`config.mk`:
```
export PLATFORM = sky130hd
export DESIGN_NAME = parallel_to_serial_flat
export DESIGN_NICKNAME = d
export VERILOG_FILES = /design/src/rtl/parallel_to_serial_if.sv /design/src/rtl/parallel_to_serial.sv /design/src/flat_wrapper.sv
export SDC_FILE = /design/constraint.sdc
export NUM_CORES = 1
export LEC_CHECK = 0
export ABC_AREA = 1
export BUFFER_PORTS_ARGS = -buffer_cell sky130_fd_sc_hd__buf_2
export CORE_MARGIN = 4
export CORE_UTILIZATION = 43
export DETAILED_ROUTE_END_ITERATION = 12
export SYNTH_ARGS = -nofsm -noshare
export SYNTH_HDL_FRONTEND = slang
export SYNTH_SLANG_ARGS = --single-unit
```
`constraint.sdc`:
```
create_clock -name clk -period 2.1 [get_ports clk]
set_clock_uncertainty 0.05 [all_clocks]
set_input_delay 0.105 -clock clk [delete_from_list [all_inputs] [get_ports clk]]
set_output_delay 0.105 -clock clk [all_outputs]
set_load 0.01 [all_outputs]
```
`src/rtl/parallel_to_serial_if.sv`:
```
// Load handshake between the parallel word source (master) and the frame transmitter (slave).
interface parallel_to_serial_if;
  logic [7:0] parallelIn;
  logic       loadValid;
  logic       loadReady;

  // A word moves on any posedge where loadValid && loadReady; while valid and not ready the source holds parallelIn.
  modport master (output parallelIn, output loadValid, input loadReady);
  modport slave  (input parallelIn, input loadValid, output loadReady);
endinterface

```
`src/rtl/parallel_to_serial.sv`:
```
// 11-bit LSB-first frame transmitter: start, D0..D7, bit 9, stop.
// PARALLEL_TO_SERIAL_PARITY_EN makes bit 9 even parity; otherwise bit 9 is a second stop bit.
module parallel_to_serial #(
   parameter int CLKS_PER_BIT = 1
) (
   input  logic                 clk,
   input  logic                 reset,
   parallel_to_serial_if.slave  load,
   output logic                 serialOut,
   output logic                 busy,
   output logic                 frameDone,
   output logic [0:0]           stateDbg
);

   localparam int CW = (CLKS_PER_BIT > 1) ? $clog2(CLKS_PER_BIT) : 1;
   localparam logic [CW-1:0] CNT_MAX  = CW'(CLKS_PER_BIT - 1);
   localparam logic [3:0]    LAST_BIT = 4'd10;

   localparam logic [0:0] IDLE = 1'b0;
   localparam logic [0:0] SEND = 1'b1;

   logic [0:0]    state, nextState;
   logic [7:0]    dataReg, nextData;
   logic [3:0]    bitIdx, nextIdx;
   logic [CW-1:0] bitCnt, nextCnt;
   logic          lastCycle;
   logic          accept;

   function automatic logic frameBit(input logic [7:0] d, input logic [3:0] idx);
      logic b;
      case (idx)
         4'd0:                                  b = 1'b0;
         4'd1, 4'd2, 4'd3, 4'd4,
         4'd5, 4'd6, 4'd7, 4'd8:                b = d[idx[2:0] - 3'd1];
`ifdef PARALLEL_TO_SERIAL_PARITY_EN
         4'd9:                                  b = ^d;
`else
         4'd9:                                  b = 1'b1;
`endif
         default:                               b = 1'b1;
      endcase
      return b;
   endfunction

   // Ready in idle and in the very last frame cycle, which is what allows gapless frames.
   assign lastCycle      = (state == SEND) && (bitIdx == LAST_BIT) && (bitCnt == CNT_MAX);
   assign load.loadReady = (state == IDLE) || lastCycle;
   assign accept         = load.loadValid && load.loadReady;
   assign stateDbg       = state;

   always_comb begin
      nextState = state;
      nextData  = dataReg;
      nextIdx   = bitIdx;
      nextCnt   = bitCnt;
      if (accept) begin
         nextState = SEND;
         nextData  = load.parallelIn;
         nextIdx   = 4'd0;
         nextCnt   = '0;
      end else if (state == SEND) begin
         if (bitCnt == CNT_MAX) begin
            nextCnt = '0;
            if (bitIdx == LAST_BIT) begin
               nextState = IDLE;
               nextIdx   = 4'd0;
            end else begin
               nextIdx = bitIdx + 4'd1;
            end
         end else begin
            nextCnt = bitCnt + CW'(1);
         end
      end
   end

   // Outputs are registered from the next-state values so they line up with the bit being held.
   always_ff @(posedge clk or posedge reset) begin
      if (reset) begin
         state     <= IDLE;
         dataReg   <= 8'h00;
         bitIdx    <= 4'd0;
         bitCnt    <= '0;
         serialOut <= 1'b1;
         busy      <= 1'b0;
         frameDone <= 1'b0;
      end else begin
         state     <= nextState;
         dataReg   <= nextData;
         bitIdx    <= nextIdx;
         bitCnt    <= nextCnt;
         serialOut <= (nextState == SEND) ? frameBit(nextData, nextIdx) : 1'b1;
         busy      <= (nextState == SEND);
         frameDone <= (nextState == SEND) && (nextIdx == LAST_BIT) && (nextCnt == CNT_MAX);
      end
   end

endmodule

```
`src/flat_wrapper.sv`:
```
// flat-port wrapper written by rule: the top's interface ports become plain ports
module parallel_to_serial_flat 
#(
   parameter int CLKS_PER_BIT = 1
)
  (clk, reset, serialOut, busy, frameDone, stateDbg, load_parallelIn, load_loadValid, load_loadReady);
  parallel_to_serial_if load_i ();
  input  logic clk;
  input  logic reset;
  output logic serialOut;
  output logic busy;
  output logic frameDone;
  output logic [0:0] stateDbg;
  input wire logic [$bits(load_i.parallelIn)-1:0] load_parallelIn;
  input wire logic [$bits(load_i.loadValid)-1:0] load_loadValid;
  output wire logic [$bits(load_i.loadReady)-1:0] load_loadReady;
  assign load_i.parallelIn = load_parallelIn;
  assign load_i.loadValid = load_loadValid;
  assign load_loadReady = load_i.loadReady;
  parallel_to_serial #(.CLKS_PER_BIT(CLKS_PER_BIT)) u_core (.clk(clk), .reset(reset), .load(load_i), .serialOut(serialOut), .busy(busy), .frameDone(frameDone), .stateDbg(stateDbg));
endmodule
```
-- Word-level counts from Yosys, hierarchy flattened
Cells that the tools add are included.
- bits in registers: 16
- bits of input ports: 11
- output and inout bits: 5
- logic and storage cells: 47
- $add $sub $neg: 3
- order comparisons: 1
- eq/ne operators: 10
- mux-type cells: 16
- bitwise logic cells: 3
- reductions and logical operators: 8
- operators by type and width (kind ; number):
    $eq A4 B3 Y1 const B ; 4
    $mux W4 ; 4
    $eq A4 B4 Y1 const B ; 3
    $mux W1 ; 9
    $eq A4 B2 Y1 const B ; 2
    $mux W8 ; 1
    $reduce_or A8 Y1 ; 1
    $logic_and A1 B1 Y1 ; 5
    $add A4 B1 Y4 const B ; 1
    $eq A4 B1 Y1 const B ; 1
    $logic_not A4 Y1 ; 1
    $lt A3 B4 Y1 const B ; 1
    $bmux W1 S3 ; 1
    $not A1 Y1 ; 3
    $sub A3 B1 Y3 const B ; 1
    $pmux W1 S2 ; 1
    $add A1 B1 Y1 const B ; 1
    $logic_or A1 B1 Y1 ; 1

-- Longest topological paths before layout
- depth in word-level cells: 11
- mapped depth: 15
- gate-level depth less buffers: 14

-- Least setup slack after synthesis
Ideal clock, no wire load.
- kind: register to register
- start point: reg u_core.bitIdx[0]
- end point: reg u_core.serialOut
- setup time: 0.060 ns
- arrival: 1.880 ns
- required time: 1.990 ns
- path slack: 0.110 ns
- stages on the path, launching flop included: 14
- buffers on the path: 1
- clock period less this slack: 1.990 ns
- path through: dfrtp_1 -> nor2_2 -> nand3_2 -> nand2_4 -> nand2_4 -> buf_6 -> nand3_1 -> inv_1 -> ha_1 -> nor3_1 -> nand2_1 -> a22oi_1 -> nor2_1 -> nand2_1
- longest elaborated chain between the ends: 11
- elaborated cells on any way between the ends: 30
- classes of those cells: add/sub (2); eq/ne (9); mux (13); reduce/logical (6)
- RTL lines (what ; RTL line ; source):
    start: declaration ; parallel_to_serial.sv:24 ; logic [3:0] bitIdx, nextIdx;
    start signal: assignment ; parallel_to_serial.sv:89 ; bitIdx <= nextIdx;
    $eq A4 B4 Y1 (*) ; parallel_to_serial.sv:46 ; assign lastCycle = (state == SEND) && (bitIdx == LAST_BIT) && (bitCnt == CNT_MAX);
    $logic_and A1 B1 Y1 (*) (2 in a row) ; parallel_to_serial.sv:46 ;
    $logic_or A1 B1 Y1 (*) ; parallel_to_serial.sv:47 ; assign load.loadReady = (state == IDLE) || lastCycle;
    via load_loadReady ; flat_wrapper.sv:16 ; output wire logic [$bits(load_i.loadReady)-1:0] load_loadReady;
    $logic_and A1 B1 Y1 (*) ; parallel_to_serial.sv:48 ; assign accept = load.loadValid && load.loadReady;
    $mux W4 (*) ; parallel_to_serial.sv:56 ; if (accept) begin
    via u_core.nextIdx[1] ; parallel_to_serial.sv:24 ;
    $sub A3 B1 Y3 ; parallel_to_serial.sv:34 ; 4'd5, 4'd6, 4'd7, 4'd8: b = d[idx[2:0] - 3'd1];
    $bmux W1 S3 ; parallel_to_serial.sv:34 ;
    $mux W1 (not written as such) ; parallel_to_serial.sv:34 ;
    $pmux W1 S2 (*) ; parallel_to_serial.sv:31 ; case (idx)
    $mux W1 (*) ; parallel_to_serial.sv:91 ; serialOut <= (nextState == SEND) ? frameBit(nextData, nextIdx) : 1'b1;
    end signal: assignment ; parallel_to_serial.sv:91 ;
    end: declaration ; parallel_to_serial.sv:9 ; output logic serialOut,
The timed path passes the listed nets; every way through them passes the cells marked *. The select of a mux whose other input is x is not followed.

-- Worst setup path in the final report
- start point: reg u_core.bitIdx[0]
- end point: reg u_core.serialOut
- longest elaborated chain between the ends: 11
- elaborated cells on any way between the ends: 30
- classes of those cells: add/sub (2); eq/ne (9); mux (13); reduce/logical (6)
- RTL lines (what ; RTL line):
    parallel branches: the longest is 5 deep, another holds $add A4 B1 Y4 ; -
    $mux W4 (*) ; parallel_to_serial.sv:56
    via u_core.nextIdx[1] ; parallel_to_serial.sv:24
    $sub A3 B1 Y3 ; parallel_to_serial.sv:34
    $bmux W1 S3 ; parallel_to_serial.sv:34
    $mux W1 (not written as such) ; parallel_to_serial.sv:34
    $pmux W1 S2 (*) ; parallel_to_serial.sv:31
    $mux W1 (*) ; parallel_to_serial.sv:91
Mark *: on every way through the listed nets, which the timed path passes. The select of a mux whose other input is x is not followed.

==> out/qor.txt <==
Post-synth EDFFs = 0
Worst slew pin tran = 582 ps
Overall routing resource usage = 14.6%
Top FF cell, synth = dfrtp_1
CTS Buffer Depth = 2
Syn Area/Cell = 7.90 um^2
Final Hold Vio Count = 0
Leakage power total = 0.652 nW
Largest cells by area after synthesis = dfrtp_1, nand3_1, nand2_1
Synthesized area = 956 um^2
Fill count = 217
Gate Count Post-Synth = 121
Clk sinks = 16
Share of cells above drive strength 1 = 31.0%
Critical path's slowest cell = dfrtp_2
Count of cell types in the netlist = 25
Routability cong. = 0.850
Placed Cells = 163
Syn nets = 136
WL/cell = 10.9 um
Wire length on met3 = 57 um
Fin crit share = 92.6%
Initial antenna violation count = 0
Worst VDD drop = 0.740 mV
Setup TNS = 0 ps
Io pins = 16
# rows = 16
First-pass GRT wire length = 3.17 mm
Via count = 808
Num CTS Buffers = 3
Synth top cells by count = nand2_1, inv_1, nand3_1
YS warnings = 0
Routed WL = 1.87 mm
Fin util = 56.1%
CTS tree = done
Pins Over Slew Limit = 0
Htree depth = 1
Yosys top cell by area = dfrtp_1
Hold_ws = 24.9 ps
Cell area after placement = 1060 um^2
Startpoint type of the worst setup path = flop
Tightest Hold Check Type = in2reg
Clock transition at the registers of the reported paths = 100 ps
Post-synth top area share = 39.3%
Total iterations of the first detailed-routing run = 5
Final worst slack = 156 ps
Inserted Diodes = 0
Maxcap violations = 0
Via density per instance = 4.70
Synthesis-stage register bit count = 16
Synthesis-to-layout area growth = 19.9%
Top sig layer = met4
Initial DRC count = 10
Vias in the first global route = 792
Fmax = 514 MHz
WS Path Type = reg2reg
Met1 WL = 904 um
Buf/Inv on CP = 1
Die ar. = 3040 um^2
Core area = 2040 um^2
Delay-heaviest family, CP = simple AND/OR/NAND/NOR gates
Async SR Flop Fraction = 100%
Critical-path cell list = nor2_2, nand3_2, nand2_4, nand2_4, nand3_2, inv_1, ha_1, nor3_2, nand2_1, a22oi_1, nor2_1, nand2_1
Die X = 55.2 um
# port buffers = 15
Skew-Pair Late Insertion Delay = 280 ps
Die H = 55.2 um
Number of remaining DRC errors = 0
Crit end category = flop
Layout net count = 161
CP Max Fanout = 7
Slowest cell delay on critical path = 450 ps
Post-route insts no fill = 172
Worst endpoint data arrival time = 2120 ps
Post-route cell area = 1150 um^2
Status = complete, no violations
Slew headroom = 61.2%
Final min period = 1940 ps
Largest net degree at the start of global routing = 17
Power Density = 1610 nW/um^2
Worst EP required = 2280 ps
PnR Total Power = 1.85 mW
Detailed Place HPWL = 1.40 mm
Starting Density = 46.8%
Routed wl met2 = 901 um
Post-route ant nets = 0
Dpl ws = 45.1 ps
Count leader, synth = nand2_1
Sequential fraction of the synthesis area = 42.0%
Final setup fails = 0
Gr ovfl total = 0
CTS root buf = clkbuf_4
## kinds of logic (layout without fill, tap and decap cells)
kind of cell / count (synthesis) / in the layout / synth area share, %
adders and majority gates: 4 / 4 / 5.24
DFF: 16 / 16 / 42.0
and+or+nand+nor: 68 / 68 / 36.3
AOI/OAI and AO/OA: 5 / 5 / 3.67
xor gates and xnor gates: 1 / 1 / 0.916
buffers and inverters: 27 / 51 / 11.9
## state kept, by name, summed over array words and instances (netlist names)
signal	count
u_core.bitIdx	4
u_core.busy	1
u_core.bitCnt	1
u_core.frameDone	1
u_core.serialOut	1
u_core.dataReg	8
## worst reg2reg max path, stage by stage (launching register included)
cell and delay (ps):
dfrtp_2 450, nor2_2 150, nand3_2 110, nand2_4 110, nand2_4 90, nand3_2 100
inv_1 70, ha_1 220, nor3_2 180, nand2_1 70, a22oi_1 150, nor2_1 60
nand2_1 70
## what timing repair did
action | 4_1_cts | 5_1_grt
hold endpoints to repair | 16 | 0
resized for setup | 0 | 4
setup endpoints to repair | 0 | 1
buffers inserted | 0 | 3
hold buffers | 2 | 0
## cell usage in the layout, fill, tap and decap left out, types with 2 or more instances in the layout
cell,count
dfrtp_1,14
ha_1,3
buf_4,6
buf_2,15
nand3_1,18
inv_1,22
dlygate4sd3_1,2
nor2_1,7
nand3_2,2
nand2_1,23
nand3b_1,3
nor2_2,2
nand2_2,7
inv_2,2
clkbuf_4,3
nand2_4,2
## per-layer routing
metal,up-vias,GRT usage [%]
li1,427,-
met1,369,18.2
met2,10,24.4
met3,2,3.22
met4,0,6.07
met5,-,0
## area by class of cell
| cell class | count | area (um^2) | area share [%] |
|---|---|---|---|
| inverter | 24 | 90.1 | 7.86 |
| timing repair buffer | 23 | 140 | 12.2 |
| tap | 27 | 33.8 | 2.95 |
| clock buffer | 4 | 26.3 | 2.29 |
| multi-input combinational | 78 | 453 | 39.5 |
| sequential | 16 | 403 | 35.2 |
## power breakdown
| part | total, mW | switching [mW] | internal, mW |
|---|---|---|---|
| sequential | 0.512 | 0.0669 | 0.445 |
| clock | 0.170 | 0.0966 | 0.0737 |
| combinational | 1.17 | 0.703 | 0.464 |
## path summary, 6_finish.rpt
path	from	slack, ps	endpoint	cells after the start
worst max-delay path	u_core.bitIdx[0]	160	u_core.serialOut	12
worst min-delay path	load_parallelIn[3]	20	u_core.dataReg[3]	3
worst max register to register	u_core.bitIdx[0]	160	u_core.serialOut	12
worst min register to register	u_core.dataReg[1]	430	u_core.dataReg[1]	2
max in group asynchronous	reset	1230	u_core.bitIdx[0]	3
min in group asynchronous	reset	360	u_core.bitCnt	3
(Power assumes the default switching activity.)
